[config.mk]
export PLATFORM = sky130hd
export DESIGN_NAME = cic_decim_ctrl_flat
export DESIGN_NICKNAME = d
export VERILOG_FILES = /design/src/rtl/cic_decim_ctrl_if.sv /design/src/rtl/cic_decim_ctrl.sv /design/src/flat_wrapper.sv
export SDC_FILE = /design/constraint.sdc
export NUM_CORES = 1
export LEC_CHECK = 0
export CORE_ASPECT_RATIO = 0.6
export CORE_MARGIN = 2
export CORE_UTILIZATION = 35
export CTS_CLUSTER_SIZE = 10
export DETAILED_ROUTE_END_ITERATION = 12
export SLEW_MARGIN = 25
export SYNTH_ARGS = -nofsm -noshare
export SYNTH_HDL_FRONTEND = slang
export SYNTH_SLANG_ARGS = --single-unit
[constraint.sdc]
create_clock -name clk -period 3.6 [get_ports clk]
set_clock_uncertainty 0.2 [all_clocks]
set_input_delay 0.9 -clock clk [delete_from_list [all_inputs] [get_ports clk]]
set_output_delay 0.9 -clock clk [all_outputs]
set_load 0.005 [all_outputs]
[src/rtl/cic_decim_ctrl_if.sv]
// Sample handshake and datapath control bundle between the CIC controller and its filter.
// Latency: wires only.
// Backpressure: out_ready low stalls the controller, which drops in_ready and comb_en.
interface cic_decim_ctrl_if #(
    parameter int N_STAGES = 3
);
    logic                in_valid;
    logic                in_ready;
    logic                integ_en;
    logic                integ_clr;
    logic [N_STAGES-1:0] comb_en;
    logic                out_valid;
    logic                out_ready;
    logic [N_STAGES-1:0] ovf_in;

    // controller side
    modport master (
        input  in_valid, out_ready, ovf_in,
        output in_ready, integ_en, integ_clr, comb_en, out_valid
    );

    // datapath / environment side
    modport slave (
        output in_valid, out_ready, ovf_in,
        input  in_ready, integ_en, integ_clr, comb_en, out_valid
    );
endinterface

[src/rtl/cic_decim_ctrl.sv]
// CIC decimator sequencer: integrator gating, modulo-R phase count, comb token pipe, status.
// Latency: the R-th accept at edge t raises comb_en[k] during t+1+k and out_valid from t+1+N_STAGES.
// Backpressure: out_valid & ~out_ready freezes the token pipe and deasserts in_ready and comb_en.
module cic_decim_ctrl #(
    parameter int N_STAGES = 3,
    parameter int R_MAX    = 16,
    parameter int R_W      = 5,
    parameter int CNT_W    = 16
) (
    input  logic                 clk,
    input  logic                 rst,
    input  logic [R_W-1:0]       cfg_ratio,
    input  logic                 start,
    input  logic                 stop,
    cic_decim_ctrl_if.master     bus,
    output logic                 ovf_flag,
    output logic                 busy,
    output logic [CNT_W-1:0]     out_count
);

    typedef enum logic [1:0] {
        S_IDLE  = 2'd0,
        S_CLEAR = 2'd1,
        S_RUN   = 2'd2,
        S_DRAIN = 2'd3
    } state_t;

    localparam logic [R_W-1:0] RMAX_V = R_W'(R_MAX);

    state_t              state;
    state_t              state_nxt;
    logic [R_W-1:0]      r_eff;
    logic [R_W-1:0]      phase;
    logic [R_W-1:0]      ratio_clamped;
    logic [N_STAGES:0]   tok;
    logic                stall;
    logic                accept;
    logic                wrap;
    logic                handshake;

    always_comb begin
        ratio_clamped = cfg_ratio;
        if (cfg_ratio == '0) begin
            ratio_clamped = R_W'(1);
        end else if (cfg_ratio > RMAX_V) begin
            ratio_clamped = RMAX_V;
        end
    end

    // tok[N_STAGES] is the output-valid stage; a held output freezes everything behind it
    assign stall        = tok[N_STAGES] & ~bus.out_ready;
    assign bus.in_ready = (state == S_RUN) & ~stall;
    assign accept       = bus.in_valid & bus.in_ready;
    assign wrap         = accept & (phase == (r_eff - R_W'(1)));
    assign handshake    = tok[N_STAGES] & bus.out_ready;

    assign bus.integ_en  = accept;
    assign bus.integ_clr = (state == S_CLEAR);
    assign bus.comb_en   = tok[N_STAGES-1:0] & {N_STAGES{~stall}};
    assign bus.out_valid = tok[N_STAGES];
    assign busy          = (state != S_IDLE);

    always_comb begin
        state_nxt = state;
        case (state)
            S_IDLE:  if (start) state_nxt = S_CLEAR;
            S_CLEAR: state_nxt = S_RUN;
            S_RUN:   if (stop) state_nxt = S_DRAIN;
            S_DRAIN: if (tok == '0) state_nxt = S_IDLE;
            default: state_nxt = S_IDLE;
        endcase
    end

    always_ff @(posedge clk) begin
        if (rst) begin
            state     <= S_IDLE;
            r_eff     <= R_W'(1);
            phase     <= '0;
            tok       <= '0;
            ovf_flag  <= 1'b0;
            out_count <= '0;
        end else begin
            state <= state_nxt;
            if (state == S_IDLE && start) begin
                r_eff     <= ratio_clamped;
                phase     <= '0;
                ovf_flag  <= 1'b0;
                out_count <= '0;
            end else begin
                if (accept) begin
                    phase <= wrap ? '0 : phase + R_W'(1);
                end
                if ((state == S_RUN || state == S_DRAIN) && (|bus.ovf_in)) begin
                    ovf_flag <= 1'b1;
                end
                if (handshake) begin
                    out_count <= out_count + CNT_W'(1);
                end
            end
            if (!stall) begin
                tok <= {tok[N_STAGES-1:0], wrap};
            end
        end
    end

endmodule
[src/flat_wrapper.sv]
// flat-port wrapper written by rule: the top's interface ports become plain ports
module cic_decim_ctrl_flat 
#(
    parameter int N_STAGES = 3,
    parameter int R_MAX    = 16,
    parameter int R_W      = 5,
    parameter int CNT_W    = 16
)
  (clk, rst, cfg_ratio, start, stop, ovf_flag, busy, out_count, bus_in_valid, bus_out_ready, bus_ovf_in, bus_in_ready, bus_integ_en, bus_integ_clr, bus_comb_en, bus_out_valid);
  cic_decim_ctrl_if #(.N_STAGES(N_STAGES)) bus_i ();
  input  logic clk;
  input  logic rst;
  input  logic [R_W-1:0] cfg_ratio;
  input  logic start;
  input  logic stop;
  output logic ovf_flag;
  output logic busy;
  output logic [CNT_W-1:0] out_count;
  input wire logic [$bits(bus_i.in_valid)-1:0] bus_in_valid;
  input wire logic [$bits(bus_i.out_ready)-1:0] bus_out_ready;
  input wire logic [$bits(bus_i.ovf_in)-1:0] bus_ovf_in;
  output wire logic [$bits(bus_i.in_ready)-1:0] bus_in_ready;
  output wire logic [$bits(bus_i.integ_en)-1:0] bus_integ_en;
  output wire logic [$bits(bus_i.integ_clr)-1:0] bus_integ_clr;
  output wire logic [$bits(bus_i.comb_en)-1:0] bus_comb_en;
  output wire logic [$bits(bus_i.out_valid)-1:0] bus_out_valid;
  assign bus_i.in_valid = bus_in_valid;
  assign bus_i.out_ready = bus_out_ready;
  assign bus_i.ovf_in = bus_ovf_in;
  assign bus_in_ready = bus_i.in_ready;
  assign bus_integ_en = bus_i.integ_en;
  assign bus_integ_clr = bus_i.integ_clr;
  assign bus_comb_en = bus_i.comb_en;
  assign bus_out_valid = bus_i.out_valid;
  cic_decim_ctrl #(.N_STAGES(N_STAGES), .R_MAX(R_MAX), .R_W(R_W), .CNT_W(CNT_W)) u_core (.clk(clk), .rst(rst), .cfg_ratio(cfg_ratio), .start(start), .stop(stop), .bus(bus_i), .ovf_flag(ovf_flag), .busy(busy), .out_count(out_count));
endmodule
==> key figures, run 1 <==
Placed design
  – Area post-placement: about 2200 sq um
  – Place WS: 0.143 ns
  – Buffers on Ports: 38
  – GPL Wtd Cong: 0.746
  – Hpwl dp: approximately 3000 um

Run
  – Max-cap violations: 0

Floorplan
  – Die area: roughly 5400 sq um
  – Die Wd: 93.8 um
  – Io pins: 39
  – Die H: between 50 and 60 um
  – Initial core utilization: 0.367
  – FP Rows: 19
  – Core box area: 4610 sq um

Timing
  – Final setup fails: 0
  – Fmax achieved: 0.291 GHz
  – RSZ-0062 raised after global routing: no
  – Final-report hold violation count: 0
  – Setup TNS: 0 ns
  – Slew HR: 0.719
  – Slew of the pin with the lowest slew margin: roughly 0.42 ns
  – Worst hold margin: 0.271 ns
  – Final Max Tran Viols: 0
  – Period minus WS final: between 3 and 4 ns
  – Setup WS post-layout: 0.158 ns
  – Fin crit share: 0.956

Final layout
  – Post-layout instance area: 2270 sq um
  – Layout cells sized above 1: 0.0917
  – Antenna cells: 0
  – Most common library cell in the layout ignoring fill and taps: clkdlybuf4s50_1
  – P&R area growth vs syn: 34.2%
  – Layout net count: 261
  – Most frequent cells in the layout: 38 x clkdlybuf4s50_1, 33 x dfxtp_1, 21 x nor2_1, 13 x nand3_1, 12 x a21oi_1

Global route
  – Largest net degree at the start of global routing: 14
  – Remaining Overflow, GRT: 0
  – Vias in the first global route: 1388
  – Gr usage total: 0.159
  – First-pass GRT wire length: about 6700 um
  – Initial antenna violation count: 0

Worst setup path
  – CP Cell Sequence: clkdlybuf4s50_1 -> nand2b_1 -> buf_4 -> and2_1 -> clkdlybuf4s50_1
  – CP max stage cell: clkdlybuf4s50_1
  – Setup CP Type: input pin to primary output
  – Crit Path Max Fanout: 6
  – R2r worst-path depth: 6
  – Worst Path Arrival: 2.34 ns
  – Reg-to-Reg Start: u_core.state[0]$_SDFFE_PP0P_
  – Worst stage delay on the critical path: around 0.50 ns
  – Top delay family on crit path: buffers and inverters
  – WP buf/inv: 3
  – Critical Path RT: ~2.5 ns
  – Critical path depth: 5
  – CP endpoint kind: primary output
  – Critical path capture point: bus_comb_en[1]
  – Worst setup path start: bus_out_ready
  – Worst R2R End: u_core.phase[0]$_SDFFE_PP0P_
  – Reg2Reg Setup Slack: roughly 1.5 ns
  – CP dominant cell by count: clkdlybuf4s50_1
  – Critical path launch point type: input pin

Yosys
  – Flops & latches, synth: 33
  – Register area share after synthesis: 0.390
  – Mapped Cells: 190
  – Main synth FF type: dfxtp_1
  – Syn. warnings: 0
  – Syn_nets: about 210
  – Ys async rst share: 0
  – Mean Syn Cell Area: between 8 and 9 sq um
  – Synthesized cell area: 1690 sq um
  – Post-synth EDFFs: 0
  – Synth cell types: 43

Pwr
  – Switch share: 0.332
  – Static Leak: 0.000833 uW
  – Max IR drop VDD: approximately 340 uV
  – Clock share of power: 0.260
  – Cell-internal power: 691 uW
  – Comb pwr share: 0.333
  – Power, Total: 1030 uW
  – Sequential Power Share: 0.407
  – Pwr dens: 455 nW/um^2
  – Switch Pwr: 344 uW

Clocking
  – Post-CTS Setup Bufs: 0
  – CTS resizes: 0
  – Deepest clock path buffer count: 2
  – Clk Latency, worst-skew pair: 0.28 ns
  – Sink Count: 33
  – H-tree depth: 2
  – Root Buffer: clkbuf_8
  – CTS tree: yes
  – CTS clk-pin slew, worst paths: around 0.070 ns
  – Cts hold-fix bufs: 0
  – Num CTS Buffers: 5

Min path
  – Hold Path Depth: 2
  – Hold WC Path Type: flip-flop to flip-flop

Routing
  – Post-Route WL: 3870 um
  – Via Count: around 1500
  – Routed WL per cell: 12.8 um
  – Initial DRC Count: 38
  – Routed Antenna Nets: 0
  – DRC viols: 0
  – Pre-antenna DRT Iters: 4
  – Vias per cell: 4.88

Status
  – Status: finished clean
layer usage:
metal  GRT usage  routed length, um  up-vias
met5           0                  0        -
met2       0.198               1380       30
met1       0.250               2290      667
met3      0.0507                163        5
li1            -                  -      777
met4      0.0559                 34        0
logic make-up after synthesis:
| kind of cell | share of synthesized area |
|---|---|
| AO/OA/AOI/OAI | 0.143 |
| XOR/XNOR | 0.0828 |
| adder cells (fa/ha/maj) | 0.0591 |
| buffers and inverters | 0.0377 |
| flip-flops | 0.390 |
| multiplexers | 0.0177 |
| AND/OR/NAND/NOR | 0.270 |
worst min path at each step:
stage,startpoint,to
after floorplan,u_core.r_eff[4]$_SDFFE_PP0P_,u_core.r_eff[4]$_SDFFE_PP0P_
after global placement,u_core.r_eff[4]$_SDFFE_PP0P_,u_core.r_eff[4]$_SDFFE_PP0P_
after detailed placement,u_core.r_eff[4]$_SDFFE_PP0P_,u_core.r_eff[4]$_SDFFE_PP0P_
after CTS,u_core.r_eff[4]$_SDFFE_PP0P_,u_core.r_eff[4]$_SDFFE_PP0P_
after global routing,u_core.r_eff[4]$_SDFFE_PP0P_,u_core.r_eff[4]$_SDFFE_PP0P_
final,u_core.r_eff[4]$_SDFFE_PP0P_,u_core.r_eff[4]$_SDFFE_PP0P_
final cells by class:
type                    instances  area (sq um)
fillers                       441          2340
multi-input cells             143           968
flip-flops and latches         33           661
repair buffers                 47           448
well taps                      63          78.8
clock buffers                   6          72.6
inverters                       9          33.8
clock inverters                 2          10.0
cells in the mapped netlist (4+ instances only):
library cell | count | area (sq um)
nand3_1 | 13 | 65.1
ha_1 | 8 | 100
o21ai_0 | 5 | 25.0
nand2b_1 | 4 | 25.0
inv_1 | 9 | 33.8
dfxtp_1 | 33 | 661
a21oi_1 | 12 | 60.1
and2_1 | 5 | 31.3
xor2_1 | 11 | 96.3
xnor2_1 | 5 | 43.8
nor2_1 | 21 | 78.8
nand4_1 | 6 | 37.5
nand2_1 | 9 | 33.8
power by group through the flow:
stage / sequential, uW / combinational [uW] / clock [uW]
2_1_floorplan: 420 / 212 / 0
5_1_grt: 426 / 385 / 300
3_5_place_dp: 428 / 342 / 0
3_3_place_gp: 428 / 340 / 0
4_1_cts: 420 / 347 / 276
6_report: 421 / 344 / 269
tightest hold or removal path, delay by kind of cell, from the launching register on:
kind               cells  cell delay [ns]
and+or+nand+nor        1             0.05
AOI/OAI and AO/OA      1             0.05
DFF                    1             0.32
sequential cells by signal, indices dropped and copies added (netlist names):
name / cells
u_core.tok: 4
u_core.r_eff: 5
u_core.ovf_flag: 1
u_core.out_count: 16
u_core.state: 2
u_core.phase: 5
per-stage QoR:
step / util / instances
after floorplan: - / 190
after global placement: 0.475 / 295
after detailed placement: 0.475 / 295
after CTS: 0.493 / 303
after global routing: 0.493 / 303
final: 0.493 / 303
No activity file was read; power rests on OpenSTA's default activity.
==> run 2: changes to the inputs <==
ABC_AREA = 1   (was not set)
SLEW_MARGIN = not set   (was 25)
==> key figures, run 2 <==
Status
  – Status: finished clean

Placed design
  – GPL Wtd Cong: 0.784 (+5.1%)
  – Hpwl dp: 3130 um (+6.8%)
  – Buffers on Ports: 38 (unchanged)
  – Place WS: 0.177 ns (+0.0341 ns)

Final layout
  – Max reg flops: 16 (unchanged)
  – Top flop regs: u_core.out_count x16, u_core.phase x5, u_core.r_eff x5
  – Largest reg by FF count: u_core.out_count
  – Layout cells sized above 1: 0.0596 (-0.0321)
  – P&R area growth vs syn: 31.8%
  – Antenna cells: 0 (unchanged)
  – Layout net count: 324 (+24%)
  – Fillers: 468 (+6.1%)
  – Register Area: 661 sq um (unchanged)
  – Area of the multi-input gates: 913 sq um (-5.7%)
  – Most frequent cells in the layout: 57 x nand2_1, 45 x inv_1, 38 x clkdlybuf4s50_1, 33 x dfxtp_1, 32 x nor2_1
  – Most common library cell in the layout ignoring fill and taps: nand2_1

Clocking
  – CTS tree: yes
  – Sink Count: 33 (unchanged)
  – Deepest clock path buffer count: 2 (unchanged)
  – H-tree depth: 2 (unchanged)
  – Post-CTS Setup Bufs: 0 (unchanged)
  – CTS resizes: 0 (unchanged)
  – Num CTS Buffers: 5 (unchanged)
  – Root Buffer: clkbuf_8
  – CTS clk-pin slew, worst paths: 0.06 ns (about the same)
  – Clk Latency, worst-skew pair: 0.28 ns (about the same)
  – Cts hold-fix bufs: 0 (unchanged)

Timing
  – Final setup fails: 0 (unchanged)
  – Fin crit share: 0.951 (-0.00492)
  – Final-report hold violation count: 0 (unchanged)
  – Worst hold margin: 0.255 ns (-0.0158 ns)
  – Slew HR: 0.653 (-0.0663)
  – Setup WS post-layout: 0.176 ns (+0.0177 ns)
  – Slew of the pin with the lowest slew margin: 0.521 ns (+0.103 ns)
  – Fmax achieved: 0.292 GHz (+0.52%)
  – Period minus WS final: 3.42 ns (-0.0177 ns)
  – Final Max Tran Viols: 0 (unchanged)
  – Setup TNS: 0 ns (unchanged)
  – RSZ-0062 raised after global routing: no

Yosys
  – Register area share after synthesis: 0.378 (-0.0123)
  – Most common cell in the netlist: nand2_1
  – Commonest cells in the netlist: 57 x nand2_1, 45 x inv_1, 33 x dfxtp_1
  – Syn_nets: 278 (+31%)
  – Post-synthesis xor/xnor area fraction: 0.0200 (-0.0627)
  – Dominant cell type by area after synthesis: dfxtp_1
  – Post-synth EDFFs: 0 (unchanged)
  – Syn. warnings: 0 (unchanged)
  – Main synth FF type: dfxtp_1
  – Combinational family with the most area after synthesis: simple AND/OR/NAND/NOR gates
  – Mapped Cells: 256 (+35%)
  – Ys async rst share: 0 (unchanged)
  – Top-area cell type share of the netlist area: 0.378 (-0.0123)
  – Synthesized cell area: 1750 sq um (+3.3%)
  – Flops & latches, synth: 33 (unchanged)
  – Mux contribution to synthesized area: 0 (-0.0177)
  – Mean Syn Cell Area: 6.83 sq um (-23%)
  – Synth cell types: 25 (-42%)
  – Post-synthesis compound-gate area fraction: 0.135 (-0.00736)
  – Post-synthesis adder-cell area fraction: 0.0573 (-0.00186)
  – Synth area leaders: dfxtp_1 38%, nand2_1 12%, inv_1 9.7%
  – Area share of and/or/nand/nor cells after synthesis: 0.310 (+0.0402)

Floorplan
  – FP Rows: 19 (unchanged)
  – Core box area: 4680 sq um (+1.5%)
  – Io pins: 39 (unchanged)
  – Initial core utilization: 0.373 (+0.00617)
  – Die area: 5590 sq um (+3.1%)
  – Die H: 58.7 um (+1.5%)
  – Die Wd: 95.2 um (+1.5%)

Worst setup path
  – CP Cell Sequence: clkdlybuf4s50_1 -> inv_1 -> nand2_2 -> inv_1 -> nor2_1 -> clkdlybuf4s50_1
  – Critical path launch point type: input pin
  – Worst Path Arrival: 2.32 ns (-0.02 ns)
  – Worst stage delay on the critical path: 0.53 ns (+0.03 ns)
  – Critical Path RT: 2.50 ns (about the same)
  – CP endpoint kind: primary output
  – Crit Path Max Fanout: 5 (-1)
  – Setup CP Type: input pin to primary output
  – CP max stage cell: clkdlybuf4s50_1

Pwr
  – Clock share of power: 0.279 (+0.019)
  – Sequential Power Share: 0.411 (+0.004)
  – Switch Pwr: 322 uW (-6.3%)
  – Switch share: 0.320 (-0.0122)
  – Cell-internal power: 685 uW (-0.89%)
  – Comb pwr share: 0.310 (-0.023)
  – Max IR drop VDD: 312 uV (-9.3%)
  – Static Leak: 0.000942 uW (+13%)
  – Power, Total: 1010 uW (-2.7%)
  – Pwr dens: 437 nW/um^2 (-4.0%)

Routing
  – DRC viols: 0 (unchanged)
  – Vias per cell: 4.53 (-7.3%)
  – Pre-antenna DRT Iters: 7 (+3)
  – Initial DRC Count: 79 (+110%)
  – Post-Route WL: 4050 um (+4.7%)
  – Via Count: 1652 (+12%)
  – Routed Antenna Nets: 0 (unchanged)
  – Routed WL per cell: 11.1 um (-13%)

Global route
  – Initial antenna violation count: 0 (unchanged)
  – First-pass GRT wire length: 6800 um (+1.6%)
  – Remaining Overflow, GRT: 0 (unchanged)
  – Largest net degree at the start of global routing: 16 (+2)
  – Gr usage total: 0.160 (+0.000761)
  – Vias in the first global route: 1486 (+7.1%)

Min path
  – Hold WC Path Type: flip-flop to flip-flop

Run
  – Max-cap violations: 0 (unchanged)
## run 2: cell count changes after synthesis, sizes merged, moves of 4 or more
cell,previous run,this run
nand2,10,61
inv,9,45
nor2,21,37
o21ai,6,14
xor2,11,4
and2,6,0
a21oi,12,17
o21a,0,5
xnor2,5,0
nand2b,4,0
or3,4,0
## run 2: metal layers
layer | routed length [um] | global-route usage | up-vias
met2 | 1450 | 0.196 | 33
met1 | 2370 | 0.248 | 716
met4 | 34 | 0.0538 | 0
met5 | 0 | 0 | -
li1 | - | - | 901
met3 | 197 | 0.0576 | 2
## run 2: final timing paths
| path | cells after the start | slack [ns] | to | start |
|---|---|---|---|---|
| hold / removal | 2 | 0.26 | u_core.ovf_flag$_SDFFE_PP0P_ | u_core.ovf_flag$_SDFFE_PP0P_ |
| setup reg to reg | 9 | 1.60 | u_core.out_count[6]$_SDFFE_PP0P_ | u_core.state[0]$_SDFFE_PP0P_ |
| setup / recovery | 6 | 0.18 | bus_comb_en[0] | bus_out_ready |
| hold reg to reg | 2 | 0.26 | u_core.ovf_flag$_SDFFE_PP0P_ | u_core.ovf_flag$_SDFFE_PP0P_ |
## run 2: logic make-up (layout without fill, tap and decap cells)
| group | count (synthesis) | after routing |
|---|---|---|
| fa+ha+maj | 8 | 8 |
| buf+inv | 46 | 92 |
| flops | 33 | 33 |
| xor+xnor | 4 | 4 |
| compound gates | 42 | 42 |
| simple gates | 123 | 123 |
## run 2: power groups by stage
stage	clock network (uW)	registers (uW)	logic [uW]
after floorplan	0	418	191
after global placement	0	423	313
after detailed placement	0	423	314
after CTS	288	414	316
after global routing	306	418	356
final	281	414	312
## run 2: cell type report
class,instances,share of cell area
Clock buffer,7,0.0375
Inverter,45,0.0733
Multi-Input combinational cell,177,0.397
Sequential cell,33,0.287
Tap cell,63,0.0342
Timing Repair Buffer,40,0.172
## run 2: through the flow
step / cells / util / instance area [sq um]
finish: 365 / 0.492 / 2300
global route: 365 / 0.492 / 2300
CTS: 365 / 0.492 / 2300
detailed placement: 358 / 0.473 / 2220
global placement: 358 / 0.473 / 2220
floorplan: 256 / - / 1750
## run 2: critical path: cells and delay by family
family                 cells  cell delay (ns)
and+or+nand+nor            2             0.24
buffers and inverters      4             1.19
==> run 3: changes to the inputs <==
CTS_BUF_LIST = sky130_fd_sc_hd__clkbuf_8 sky130_fd_sc_hd__clkbuf_16   (was not set)
==> key figures, run 3 (synthesized netlist as in run 2, its figures left out) <==
Status
  – Status: finished clean

Final layout
  – Largest reg by FF count: u_core.out_count
  – Max reg flops: 16 (unchanged)
  – Layout cells sized above 1: 0.0596 (unchanged)
  – Most frequent cells in the layout: 57 x nand2_1, 46 x inv_1, 38 x clkdlybuf4s50_1, 33 x dfxtp_1, 32 x nor2_1
  – Most common library cell in the layout ignoring fill and taps: nand2_1
  – Top flop regs: u_core.out_count x16, u_core.phase x5, u_core.r_eff x5
  – Layout Utilization: 0.492 (unchanged)
  – Layout net count: 324 (unchanged)
  – P&R area growth vs syn: 31.8% (unchanged)
  – Antenna cells: 0 (unchanged)

Global route
  – First-pass GRT wire length: 6800 um (unchanged)
  – GR met2 Demand/Resource: 0.196 (unchanged)
  – Largest net degree at the start of global routing: 16 (unchanged)
  – Initial antenna violation count: 0 (unchanged)
  – Met1 usage: 0.248 (unchanged)
  – Gr usage total: 0.160 (unchanged)
  – Grt met3 use: 0.0576 (unchanged)
  – Grt peak-use layer: met1
  – Remaining Overflow, GRT: 0 (unchanged)
  – Vias in the first global route: 1486 (unchanged)

Worst setup path
  – Reg-to-Reg Start: u_core.state[0]$_SDFFE_PP0P_
  – Crit Path Max Fanout: 5 (unchanged)
  – Critical Path RT: 2.50 ns (about the same)
  – Setup CP Type: input pin to primary output
  – Critical path capture point: bus_comb_en[0]
  – CP Cell Sequence: clkdlybuf4s50_1 -> inv_1 -> nand2_2 -> inv_1 -> nor2_1 -> clkdlybuf4s50_1
  – Critical path launch point type: input pin
  – Worst stage delay on the critical path: 0.53 ns (about the same)
  – Worst R2R End: u_core.out_count[6]$_SDFFE_PP0P_
  – Worst setup path start: bus_out_ready
  – Worst Path Arrival: 2.32 ns (about the same)
  – Reg2Reg Setup Slack: 1.60 ns (about the same)
  – CP max stage cell: clkdlybuf4s50_1
  – CP endpoint kind: primary output
  – R2r worst-path depth: 9 (unchanged)

Pwr
  – Comb pwr share: 0.311 (about the same)
  – Clock share of power: 0.277 (-0.002)
  – Switch share: 0.321 (+0.00127)
  – Max IR drop VDD: 312 uV (about the same)
  – Pwr dens: 436 nW/um^2 (-0.22%)
  – Cell-internal power: 682 uW (-0.41%)
  – Static Leak: 0.000946 uW (+0.44%)
  – Switch Pwr: 323 uW (+0.18%)
  – Sequential Power Share: 0.412 (about the same)

Clocking
  – Deepest clock path buffer count: 2 (unchanged)
  – Cts hold-fix bufs: 0 (unchanged)
  – Root Buffer: clkbuf_8
  – Clk Latency, worst-skew pair: 0.28 ns (about the same)
  – CTS tree: yes
  – CTS clk-pin slew, worst paths: 0.06 ns (about the same)
  – Sink Count: 33 (unchanged)
  – H-tree depth: 2 (unchanged)
  – CTS resizes: 0 (unchanged)
  – Post-CTS Setup Bufs: 0 (unchanged)
  – Num CTS Buffers: 5 (unchanged)

Floorplan
  – FP Rows: 19 (unchanged)
  – Io pins: 39 (unchanged)
  – Core box area: 4680 sq um (unchanged)
  – Die Wd: 95.2 um (unchanged)
  – Die H: 58.7 um (unchanged)
  – Initial core utilization: 0.373 (unchanged)
  – Die area: 5590 sq um (unchanged)

Routing
  – Routed Antenna Nets: 0 (unchanged)
  – Via Count: 1648 (-0.24%)
  – Vias per cell: 4.52 (-0.24%)
  – Initial DRC Count: 79 (unchanged)
  – Routed WL per cell: 11.1 um (+0.12%)
  – Post-Route WL: 4050 um (+0.12%)
  – Pre-antenna DRT Iters: 5 (-2)
  – DRC viols: 0 (unchanged)

Placed design
  – GPL Wtd Cong: 0.784 (unchanged)
  – Buffers on Ports: 38 (unchanged)
  – Hpwl dp: 3130 um (unchanged)

Timing
  – Setup TNS: 0 ns (unchanged)
  – Fmax achieved: 0.292 GHz (about the same)
  – RSZ-0062 raised after global routing: no
  – Period minus WS final: 3.42 ns (-0.00108 ns)
  – Final-report hold violation count: 0 (unchanged)
  – Slew of the pin with the lowest slew margin: 0.521 ns (unchanged)
  – Final setup fails: 0 (unchanged)
  – Slew HR: 0.653 (unchanged)
  – Final Max Tran Viols: 0 (unchanged)
  – Fin crit share: 0.951 (about the same)

Run
  – Max-cap violations: 0 (unchanged)

Min path
  – Hold WC Path Type: flip-flop to flip-flop
run 3: changes by cell type in the layout (fill, tap and decap cells not counted):
cell	previous run	this run
clkbuf_1	1	0
inv_1	45	46
run 3: how the worst min path moves through the flow:
stage	start	to	slack, ns	cells after the start
global placement	u_core.ovf_flag$_SDFFE_PP0P_	u_core.ovf_flag$_SDFFE_PP0P_	0.24	2
finish	u_core.ovf_flag$_SDFFE_PP0P_	u_core.ovf_flag$_SDFFE_PP0P_	0.26	2
CTS	u_core.ovf_flag$_SDFFE_PP0P_	u_core.ovf_flag$_SDFFE_PP0P_	0.26	2
global route	u_core.ovf_flag$_SDFFE_PP0P_	u_core.ovf_flag$_SDFFE_PP0P_	0.27	2
detailed placement	u_core.ovf_flag$_SDFFE_PP0P_	u_core.ovf_flag$_SDFFE_PP0P_	0.25	2
floorplan	u_core.tok[0]$_SDFFE_PP0N_	u_core.tok[0]$_SDFFE_PP0N_	0.24	2
run 3: critical path: cells and delay by family:
| kind | cells | cell delay [ns] |
|---|---|---|
| buffers and inverters | 4 | 1.19 |
| and+or+nand+nor | 2 | 0.24 |
run 3: power by group through the flow:
stage          clock (uW)  sequential [uW]  combinational (uW)
6_report              278              414                 313
5_1_grt               304              418                 356
3_5_place_dp            0              423                 314
4_1_cts               285              414                 316
2_1_floorplan           0              418                 191
3_3_place_gp            0              423                 313
run 3: layer usage:
metal,share of wire,vias to the layer above,wire length [um]
met5,0,-,0
met4,0.0084,0,34
met3,0.049,2,198
met2,0.36,30,1450
met1,0.58,715,2370
li1,-,901,-
run 3: layout make-up:
cell class | instances | area [sq um]
fill | 468 | 2380
multi-input combinational | 177 | 913
sequential | 33 | 661
timing repair buffer | 40 | 395
inverter | 45 | 169
clock buffer | 6 | 82.6
tap | 63 | 78.8
clock inverter | 1 | 3.75
run 3: per-stage QoR:
stage	setup WS (ns)	hold WS (ns)	instance area (sq um)	power (uW)	instances
finish	0.177	0.255	2300	1000	365
global route	0.0299	0.271	2300	1080	365
CTS	0.163	0.258	2300	1020	365
detailed placement	0.177	0.250	2220	737	358
global placement	0.219	0.238	2220	736	358
floorplan	1.28	0.238	1750	609	256
